===== src/rtl/pmem_sram_responder.sv =====
// ---------------------------------------------------------------------------
// pmem_sram_responder
// Responder end of the pmem outport protocol, terminating initiator requests
// into a single-port synchronous SRAM with one cycle of read latency.
// Supports single-beat writes and incrementing read bursts of len+1 words at
// one beat per cycle. Requests outside the address window get error beats
// and never touch the SRAM.
//
// Ports
//   clk_i, rst_ni         clock, asynchronous active-low reset
//   inport_wr_i           byte write strobes (non-zero = write request)
//   inport_rd_i           read request (ignored when a write is present)
//   inport_len_i          read burst length minus one
//   inport_addr_i         byte address, bits [1:0] ignored
//   inport_write_data_i   write data
//   inport_accept_o       request taken this cycle (combinational)
//   inport_ack_o          one response beat
//   inport_error_o        response beat is an error
//   inport_read_data_o    read beat data, zero unless a good read beat
//   sram_en_o/wr_o/addr_o/wdata_o  SRAM access (combinational)
//   sram_rdata_i          SRAM read data, valid the cycle after a read
// ---------------------------------------------------------------------------
module pmem_sram_responder #(
  parameter logic [31:0] BASE_ADDR = 32'h0000_0000,
  parameter int unsigned SRAM_AW   = 14
) (
  input  logic               clk_i,
  input  logic               rst_ni,
  input  logic [3:0]         inport_wr_i,
  input  logic               inport_rd_i,
  input  logic [7:0]         inport_len_i,
  input  logic [31:0]        inport_addr_i,
  input  logic [31:0]        inport_write_data_i,
  output logic               inport_accept_o,
  output logic               inport_ack_o,
  output logic               inport_error_o,
  output logic [31:0]        inport_read_data_o,
  output logic               sram_en_o,
  output logic [3:0]         sram_wr_o,
  output logic [SRAM_AW-1:0] sram_addr_o,
  output logic [31:0]        sram_wdata_o,
  input  logic [31:0]        sram_rdata_i
);

  localparam int unsigned WIN_LSB = SRAM_AW + 2;
  localparam int unsigned LEN_W   = 8;

  typedef enum logic [1:0] {
    ST_IDLE     = 2'd0,
    ST_RD_BURST = 2'd1,
    ST_RD_ERR   = 2'd2
  } state_e;

  state_e             state_q, state_d;
  logic               ready_q;
  logic [SRAM_AW-1:0] idx_q, idx_d;
  logic [LEN_W-1:0]   rem_q, rem_d;
  logic               ack_q, ack_d;
  logic               err_q, err_d;
  logic               rdv_q, rdv_d;

  logic               wr_req_c;
  logic               req_c;
  logic               in_range_c;
  logic [SRAM_AW-1:0] req_idx_c;
  logic               accept_c;
  logic               hs_c;

  logic               sram_en_c;
  logic [3:0]         sram_wr_c;
  logic [SRAM_AW-1:0] sram_addr_c;
  logic [31:0]        sram_wdata_c;

  // Byte-offset bits carry no meaning for word accesses.
  logic               unused_addr_lsb_c;
  assign unused_addr_lsb_c = ^inport_addr_i[1:0];

  // Request decode; a write takes priority over a simultaneous read.
  assign wr_req_c   = |inport_wr_i;
  assign req_c      = wr_req_c | inport_rd_i;
  assign in_range_c = (inport_addr_i >> WIN_LSB) == (BASE_ADDR >> WIN_LSB);
  assign req_idx_c  = inport_addr_i[WIN_LSB-1:2];
  assign accept_c   = ready_q & (state_q == ST_IDLE);
  assign hs_c       = req_c & accept_c;

  // Next-state, SRAM access and response-beat generation.
  always_comb begin
    state_d      = state_q;
    idx_d        = idx_q;
    rem_d        = rem_q;
    ack_d        = 1'b0;
    err_d        = 1'b0;
    rdv_d        = 1'b0;
    sram_en_c    = 1'b0;
    sram_wr_c    = 4'h0;
    sram_addr_c  = idx_q;
    sram_wdata_c = 32'h0;

    unique case (state_q)
      ST_IDLE: begin
        if (hs_c) begin
          ack_d = 1'b1;
          err_d = ~in_range_c;
          if (wr_req_c) begin
            if (in_range_c) begin
              sram_en_c    = 1'b1;
              sram_wr_c    = inport_wr_i;
              sram_addr_c  = req_idx_c;
              sram_wdata_c = inport_write_data_i;
            end
          end else begin
            rdv_d = in_range_c;
            if (in_range_c) begin
              sram_en_c   = 1'b1;
              sram_addr_c = req_idx_c;
            end
            // Beat 0 already issued; the rest run out of the burst states.
            if (inport_len_i != '0) begin
              state_d = in_range_c ? ST_RD_BURST : ST_RD_ERR;
              idx_d   = req_idx_c + SRAM_AW'(1);
              rem_d   = inport_len_i;
            end
          end
        end
      end

      ST_RD_BURST, ST_RD_ERR: begin
        ack_d = 1'b1;
        if (state_q == ST_RD_BURST) begin
          rdv_d       = 1'b1;
          sram_en_c   = 1'b1;
          sram_addr_c = idx_q;
        end else begin
          err_d = 1'b1;
        end
        // Index wraps naturally at the top of the window.
        idx_d = idx_q + SRAM_AW'(1);
        rem_d = rem_q - LEN_W'(1);
        if (rem_q == LEN_W'(1)) begin
          state_d = ST_IDLE;
        end
      end

      default: begin
        state_d = ST_IDLE;
      end
    endcase
  end

  // State and response registers.
  always_ff @(posedge clk_i or negedge rst_ni) begin
    if (!rst_ni) begin
      state_q <= ST_IDLE;
      ready_q <= 1'b0;
      idx_q   <= '0;
      rem_q   <= '0;
      ack_q   <= 1'b0;
      err_q   <= 1'b0;
      rdv_q   <= 1'b0;
    end else begin
      state_q <= state_d;
      ready_q <= 1'b1;
      idx_q   <= idx_d;
      rem_q   <= rem_d;
      ack_q   <= ack_d;
      err_q   <= err_d;
      rdv_q   <= rdv_d;
    end
  end

  assign inport_accept_o    = accept_c;
  assign inport_ack_o       = ack_q;
  assign inport_error_o     = err_q;
  // SRAM data is passed straight through on good read beats only.
  assign inport_read_data_o = rdv_q ? sram_rdata_i : 32'h0;

  assign sram_en_o    = sram_en_c;
  assign sram_wr_o    = sram_wr_c;
  assign sram_addr_o  = sram_addr_c;
  assign sram_wdata_o = sram_wdata_c;

endmodule


===== config.mk =====
export PLATFORM = sky130hd
export DESIGN_NAME = pmem_sram_responder
export DESIGN_NICKNAME = d
export VERILOG_FILES = /design/src/rtl/pmem_sram_responder.sv
export SDC_FILE = /design/constraint.sdc
export NUM_CORES = 1
export LEC_CHECK = 0
export ABC_AREA = 1
export BUFFER_PORTS_ARGS = -buffer_cell sky130_fd_sc_hd__buf_4
export CAP_MARGIN = 5
export CORE_MARGIN = 4
export CORE_UTILIZATION = 43
export DETAILED_ROUTE_END_ITERATION = 7
export PLACE_DENSITY = 0.88
export SYNTH_ARGS = -nofsm -noshare
export SYNTH_HDL_FRONTEND = slang
export SYNTH_SLANG_ARGS = --single-unit

===== constraint.sdc =====
create_clock -name clk_i -period 2.5 [get_ports clk_i]
set_clock_uncertainty 0.2 [all_clocks]
set_input_delay 0.375 -clock clk_i [delete_from_list [all_inputs] [get_ports clk_i]]
set_output_delay 0.375 -clock clk_i [all_outputs]
set_load 0.02 [all_outputs]

==> results of run 1 <==
-- what timing repair did --
item,4_1_cts,5_1_grt
gates cloned,1,3
endpoints found under the setup margin,51,42
setup buffers,1,5
pin swaps,1,3
resized for setup,14,18
hold buffers,1,0
endpoints found under the hold margin,28,0
-- area by class of cell --
| cell class | count | area share, % |
|---|---|---|
| inverter | 63 | 4.983 |
| tap | 96 | 2.479 |
| timing repair buffer | 219 | 36.02 |
| clock buffer | 3 | 0.8521 |
| multi-input combinational | 338 | 40.59 |
| sequential | 28 | 14.46 |
| clock inverter | 1 | 0.6197 |
-- layer usage --
layer	routed length, µm	GRT usage [%]	share of wire (%)
met1	4247	30.13	37
met2	6127	48.20	53
met5	0	0	0
met3	894	5.220	7.8
met4	217	6.658	1.9
-- registers in the layout, indices dropped and copies added (netlist names) --
register / flops
rdv_q: 1
inport_ack_o: 1
state_q: 2
rem_q: 8
ready_q: 1
idx_q: 14
inport_error_o: 1
-- kinds of logic after synthesis --
family          synth area share [%]
flops                          23.38
buf+inv                        13.99
compound gates                 8.017
xor+xnor                      0.8770
fa+ha+maj                      2.088
simple gates                   51.52
other cells                   0.1251
-- per-stage QoR --
step           cell area (µm²)  setup slack, ns  hold slack [ns]  TNS [ns]  instances
6_report                  4846          0.01977           0.2027         0        748
5_1_grt                   4846         -0.05542           0.2213   -0.4117        748
4_1_cts                   4688         0.006179           0.2018         0        740
3_5_place_dp              4527           0.1344           0.1252         0        733
3_3_place_gp              4527           0.1847           0.1180         0        733
2_1_floorplan             2997         0.006364          -0.1206         0        456
-- critical path, cell delays in order (launching register included) --
cell and delay (ns):
dfrtp_1 0.41, inv_2 0.09, ha_4 0.16, nand2_2 0.05
inv_2 0.07, o21ai_4 0.12, buf_12 0.17, nor4b_4 0.35
buf_4 0.21
-- cell usage in the layout, fill, tap and decap left out, types with 2 or more instances in the layout --
master     instances
nor4b_2           29
buf_4            206
nor2_1            32
clkbuf_16          3
clkbuf_8           3
dfrtp_1           28
o21ai_1            9
nor4b_4            2
nand2_4            2
nand4_1            7
nand2_2           16
inv_1             58
nand3_1           22
buf_6              7
a21oi_1            3
inv_2              4
nand2_1          158
o21ai_0           29
nor2_4             3
xor2_1             3
nor2_2             2
ha_1               4
nor3b_1            4
-- worst paths after layout --
kind	slack [ns]	endpoint	cells after the start	startpoint
max	0.02	sram_wdata_o[15]	8	state_q[0]
min	0.20	rem_q[5]	5	inport_len_i[5]
max reg2reg	0.28	idx_q[13]	10	state_q[0]
min reg2reg	0.29	rem_q[5]	2	rem_q[5]
max in group asynchronous	1.47	rem_q[2]	2	rst_ni
min in group asynchronous	0.34	idx_q[4]	2	rst_ni
-- power groups by stage --
stage	clock (mW)	combinational, mW	sequential [mW]
2_1_floorplan	0	1.56	0.773
3_3_place_gp	0	2.11	0.771
3_5_place_dp	0	2.19	0.781
4_1_cts	0.378	2.26	0.775
5_1_grt	0.400	2.64	0.804
6_report	0.370	2.41	0.783
==> flow_summary.yaml, run 1 <==
status:
  status: "finished clean"
grt:
  global_route.usage.total_pct: 26.01
  grt_pass1_vias: 3501
  antenna_found_initial: 0
  grt_max_degree: 33
  grt_pass1_wl_um: 17550
  gr-total-overflow: 0
yosys:
  postSynth.topFlopCell: "dfrtp_1"
  yosysTopAreaCellShare_pct: 23.38
  syn-instance-count: 456
  synth_area_per_cell_um2: 6.572
  synthesized_nets: 572
  cell_accounting_for_the_most_synthesized_area: "dfrtp_1"
  synth-async-reset-ratio_pct: 100.0
  ys_ff_latch: 28
  synth_area_mm2: 0.002997
  synth.cells.most_frequent: "nand2_1, inv_1, nor2_1, o21ai_0, dfrtp_1"
  number_of_library_cell_types_mapped_by_synthesis: 34
  synth-edff-count: 0
  synth_top_cells_by_area: "dfrtp_1, nand2_1, nor4b_2"
  synth_seq_area_share_pct: 23.38
  yosys_warnings: 0
  leading_cell_type_by_number_of_instances_after_synthesis: "nand2_1"
sta:
  clock.fmax_mhz: 403.2
  setup_viol: 0
  finalWorstPathRequiredPeriod_ns: 2.480
  grt_setup_unrepaired: "true"
  tightest_slew_ns: 0.5202
  finalHoldViolCount: 0
  slew_headroom_pct: 65.32
  maxSlewViolCount: 0
  final.period_utilization_pct: 99.21
critical_path:
  end_kind: "primary output"
  startpoint_kind_of_the_worst_setup_timing_path: "flip-flop"
  crit_required_ns: 1.92
  timing.critical_path.fanout_max: 6
  setup.worst_path.class: "flip-flop to primary output"
  worst_ep_arrival_time_ns: 1.91
worst_hold_path:
  hold_path_class: "primary input to flip-flop"
power:
  share_clk_of_total_power_pct: 10.4
  cell_internal_pwr_mw: 1.787
  net-switching-power_mw: 1.775
  power_frac_seq_pct: 22.0
  power.total_mw: 3.562
  max_vdd_drop_mv: 0.5485
  power.switching_fraction_pct: 49.82
  leakagePower_nw: 2.695
  p_comb_share_pct: 67.6
  total_power_divided_by_cell_area_mw_per_mm2: 735.1
drt:
  antenna_violating_nets_post_route: 0
  vias_per_cell: 4.992
  routed_wire_length_per_instance_um: 15.36
  firstDrtPassIters: 5
  totalWireLength_um: 11490
  route.vias.total: 3734
  drc: 0
  initialDrtViolationCount: 191
clocking:
  cts_root_buf: "clkbuf_8"
  cts_max_path_buffers: 2
  clk_pin_slew_ns: 0.10
  clock_insertion_delay_worst_skew_ns: 0.28
  cts.sink_count: 28
  h-tree-depth: 1
  cts_buffers: 3
  cts_tree: "yes"
floorplan:
  rows: 30
  floorplan.die_area_mm2: 0.008369
  floorplan.initialDensity_pct: 44.11
  floorplan.core_area_mm2: 0.006794
  floorplan.die.width_um: 91.48
  top_level_ports: 197
  die_y_um: 91.48
place:
  gp_congestion: 0.9982
  dp_hpwl_um: 8765
  placement.io_buffers: 194
flow_run:
  maxCapViolCount: 0
layout:
  antenna-diode-count: 0
  fill_cells: 562
  seqCellArea_um2: 700.7
  area_delta_synth_final_pct: 61.71
  final_net_count: 769
  multiInputGateArea_mm2: 0.001967
  finalCoreUtilization_pct: 71.33
  post_route_cells_drive_above_1_share_pct: 44.17
Note: power is estimated with default switching activity, not from simulation.
==> inputs of run 2 (changes only) <==
--- a/config.mk
+++ b/config.mk
@@ -8,6 +8,7 @@
 export ABC_AREA = 1
 export BUFFER_PORTS_ARGS = -buffer_cell sky130_fd_sc_hd__buf_4
 export CAP_MARGIN = 5
+export CORE_ASPECT_RATIO = 1.5
 export CORE_MARGIN = 4
 export CORE_UTILIZATION = 43
 export DETAILED_ROUTE_END_ITERATION = 7
==> run 2 against run 1 <==
  * Clock power down 21%
  * Worst setup slack worse by 0.086 ns
  * First-iteration DRC count increased by 48%
  * Final area rose by 5.5%
  * Global-route usage increased by 3.7 points
  * Maximum frequency down 3.4%
  * Core utilization up 3.8 points
  * Critical endpoint is now sram_wr_o[1]
  * Sequential cell count did not move
  * Non-clock buffer count rose by 11
  * Sequential share of layout area fell by 0.76 points
  * The flow now finishes with violations (setup timing)
==> flow_summary.yaml, run 2 (synthesized netlist as in run 1, its figures left out) <==
status:
  status: "finished, violations left"
  failed_checks: "setup timing"
floorplan:
  die_y_um: 110.2
  floorplan.die_area_mm2: 0.008396
  floorplan.core_area_mm2: 0.006805
  floorplan.initialDensity_pct: 44.03
  floorplan.die.width_um: 76.16
  rows: 37
  top_level_ports: 197
sta:
  setup_viol: 9
  final.period_utilization_pct: 102.7
  finalWorstPathRequiredPeriod_ns: 2.567
  finalHoldViolCount: 0
  maxSlewViolCount: 0
  layout_setup_ws_ns: -0.06661
  grt_setup_unrepaired: "true"
  clock.fmax_mhz: 389.6
place:
  gp_congestion: 0.9894
  post_dp_cell_area_mm2: 0.004589
  dp_slack_ns: 0.1253
  placement.io_buffers: 194
  dp_hpwl_um: 10220
drt:
  drc: 0
  firstDrtPassIters: 5
  initialDrtViolationCount: 282
  route.vias.total: 3998
  antenna_violating_nets_post_route: 0
  routed_wire_length_per_instance_um: 18.52
  vias_per_cell: 5.395
  totalWireLength_um: 13720
clocking:
  clock_insertion_delay_worst_skew_ns: 0.28
  cts_tree: "yes"
  cts_max_path_buffers: 2
  cts_root_buf: "clkbuf_8"
  cts_buffers: 3
  cts.sink_count: 28
  h-tree-depth: 1
  clk_pin_slew_ns: 0.11
layout:
  reg_top3: "idx_q: 14 flops, rem_q: 8 flops, state_q: 2 flops"
  post_route_cells_drive_above_1_share_pct: 45.25
  stdcell_area_mm2: 0.005114
  final_net_count: 780
  mostFrequentLayoutCell: "buf_4"
  antenna-diode-count: 0
  largest_register: "idx_q"
  most_frequent_cells_in_the_layout: "buf_4, nand2_1, inv_1, nor2_1, o21ai_0"
  max_reg_flops: 14
  area_delta_synth_final_pct: 70.65
power:
  leakagePower_nw: 2.878
  total_power_divided_by_cell_area_mw_per_mm2: 755.6
  max_vdd_drop_mv: 0.4715
  power.total_mw: 3.864
critical_path:
  worst_ep_arrival_time_ns: 1.99
  crit_required_ns: 1.92
  setup.worst_path.class: "flip-flop to primary output"
  timing.critical_path.fanout_max: 8
  end_kind: "primary output"
  startpoint_kind_of_the_worst_setup_timing_path: "flip-flop"
flow_run:
  maxCapViolCount: 0
grt:
  grt_pass1_wl_um: 19800
  grt_pass1_vias: 3759
  gr-total-overflow: 0
  grt_max_degree: 33
  antenna_found_initial: 0
  global_route.usage.total_pct: 29.67
worst_hold_path:
  hold_path_class: "primary input to flip-flop"
==> run 2: worst max-delay path: stages (launching register included) <==
cell,delay (ns)
dfrtp_1,0.41
inv_2,0.10
ha_4,0.15
nand2_2,0.05
inv_2,0.07
o21ai_4,0.10
buf_12,0.17
nor3b_1,0.43
buf_4,0.23
==> run 2: routing by layer <==
layer,wire length [µm],vias to the layer above,part of all wire (%),GRT usage [%]
li1,-,1858,-,-
met1,5032,1838,37,38.16
met2,6650,267,48,51.04
met3,1708,35,12,6.423
met4,328,0,2.4,6.750
met5,0,-,0,0
==> run 2: timing repair <==
action,4_1_cts,5_1_grt
gates cloned,2,2
resized for setup,26,17
hold endpoints to repair,28,0
buffers inserted,6,5
setup endpoints to repair,36,42
hold buffers,1,0
pin swaps,1,4
==> run 2: stage by stage <==
stage	cells	TNS [ns]	utilization, %	hold WS (ns)
floorplan	456	0	-	-0.1206
global placement	721	0	67.44	0.1188
detailed placement	721	0	67.44	0.1233
CTS	734	-0.05104	72.13	0.1988
global route	741	-2.234	75.14	0.2144
finish	741	-0.3295	75.14	0.2063
==> run 2: report_power, final <==
part           internal (mW)  leakage [nW]  total (mW)  switching (mW)
clock                  0.141        0.0288       0.291           0.149
sequential             0.653         0.348       0.786           0.134
combinational           1.13          2.50        2.79            1.66
total                   1.92          2.88        3.86            1.94
==> run 2: path summary, 6_finish.rpt <==
path | from | to | slack (ns) | cells after the start
worst max-delay path | state_q[0] | sram_wr_o[1] | -0.07 | 8
worst min-delay path | inport_len_i[5] | rem_q[5] | 0.21 | 5
worst max register to register | state_q[0] | idx_q[8] | 0.29 | 11
worst min register to register | rem_q[5] | rem_q[5] | 0.30 | 2
max in group asynchronous | rst_ni | idx_q[10] | 1.45 | 2
min in group asynchronous | rst_ni | rem_q[0] | 0.34 | 2
==> run 2: final cells by class <==
cell class | instances | area [µm²]
well taps | 78 | 97.59
multi-input cells | 338 | 2120
clock buffers | 4 | 55.05
flip-flops and latches | 28 | 700.7
fillers | 529 | 1692
inverters | 63 | 241.5
repair buffers | 230 | 1899
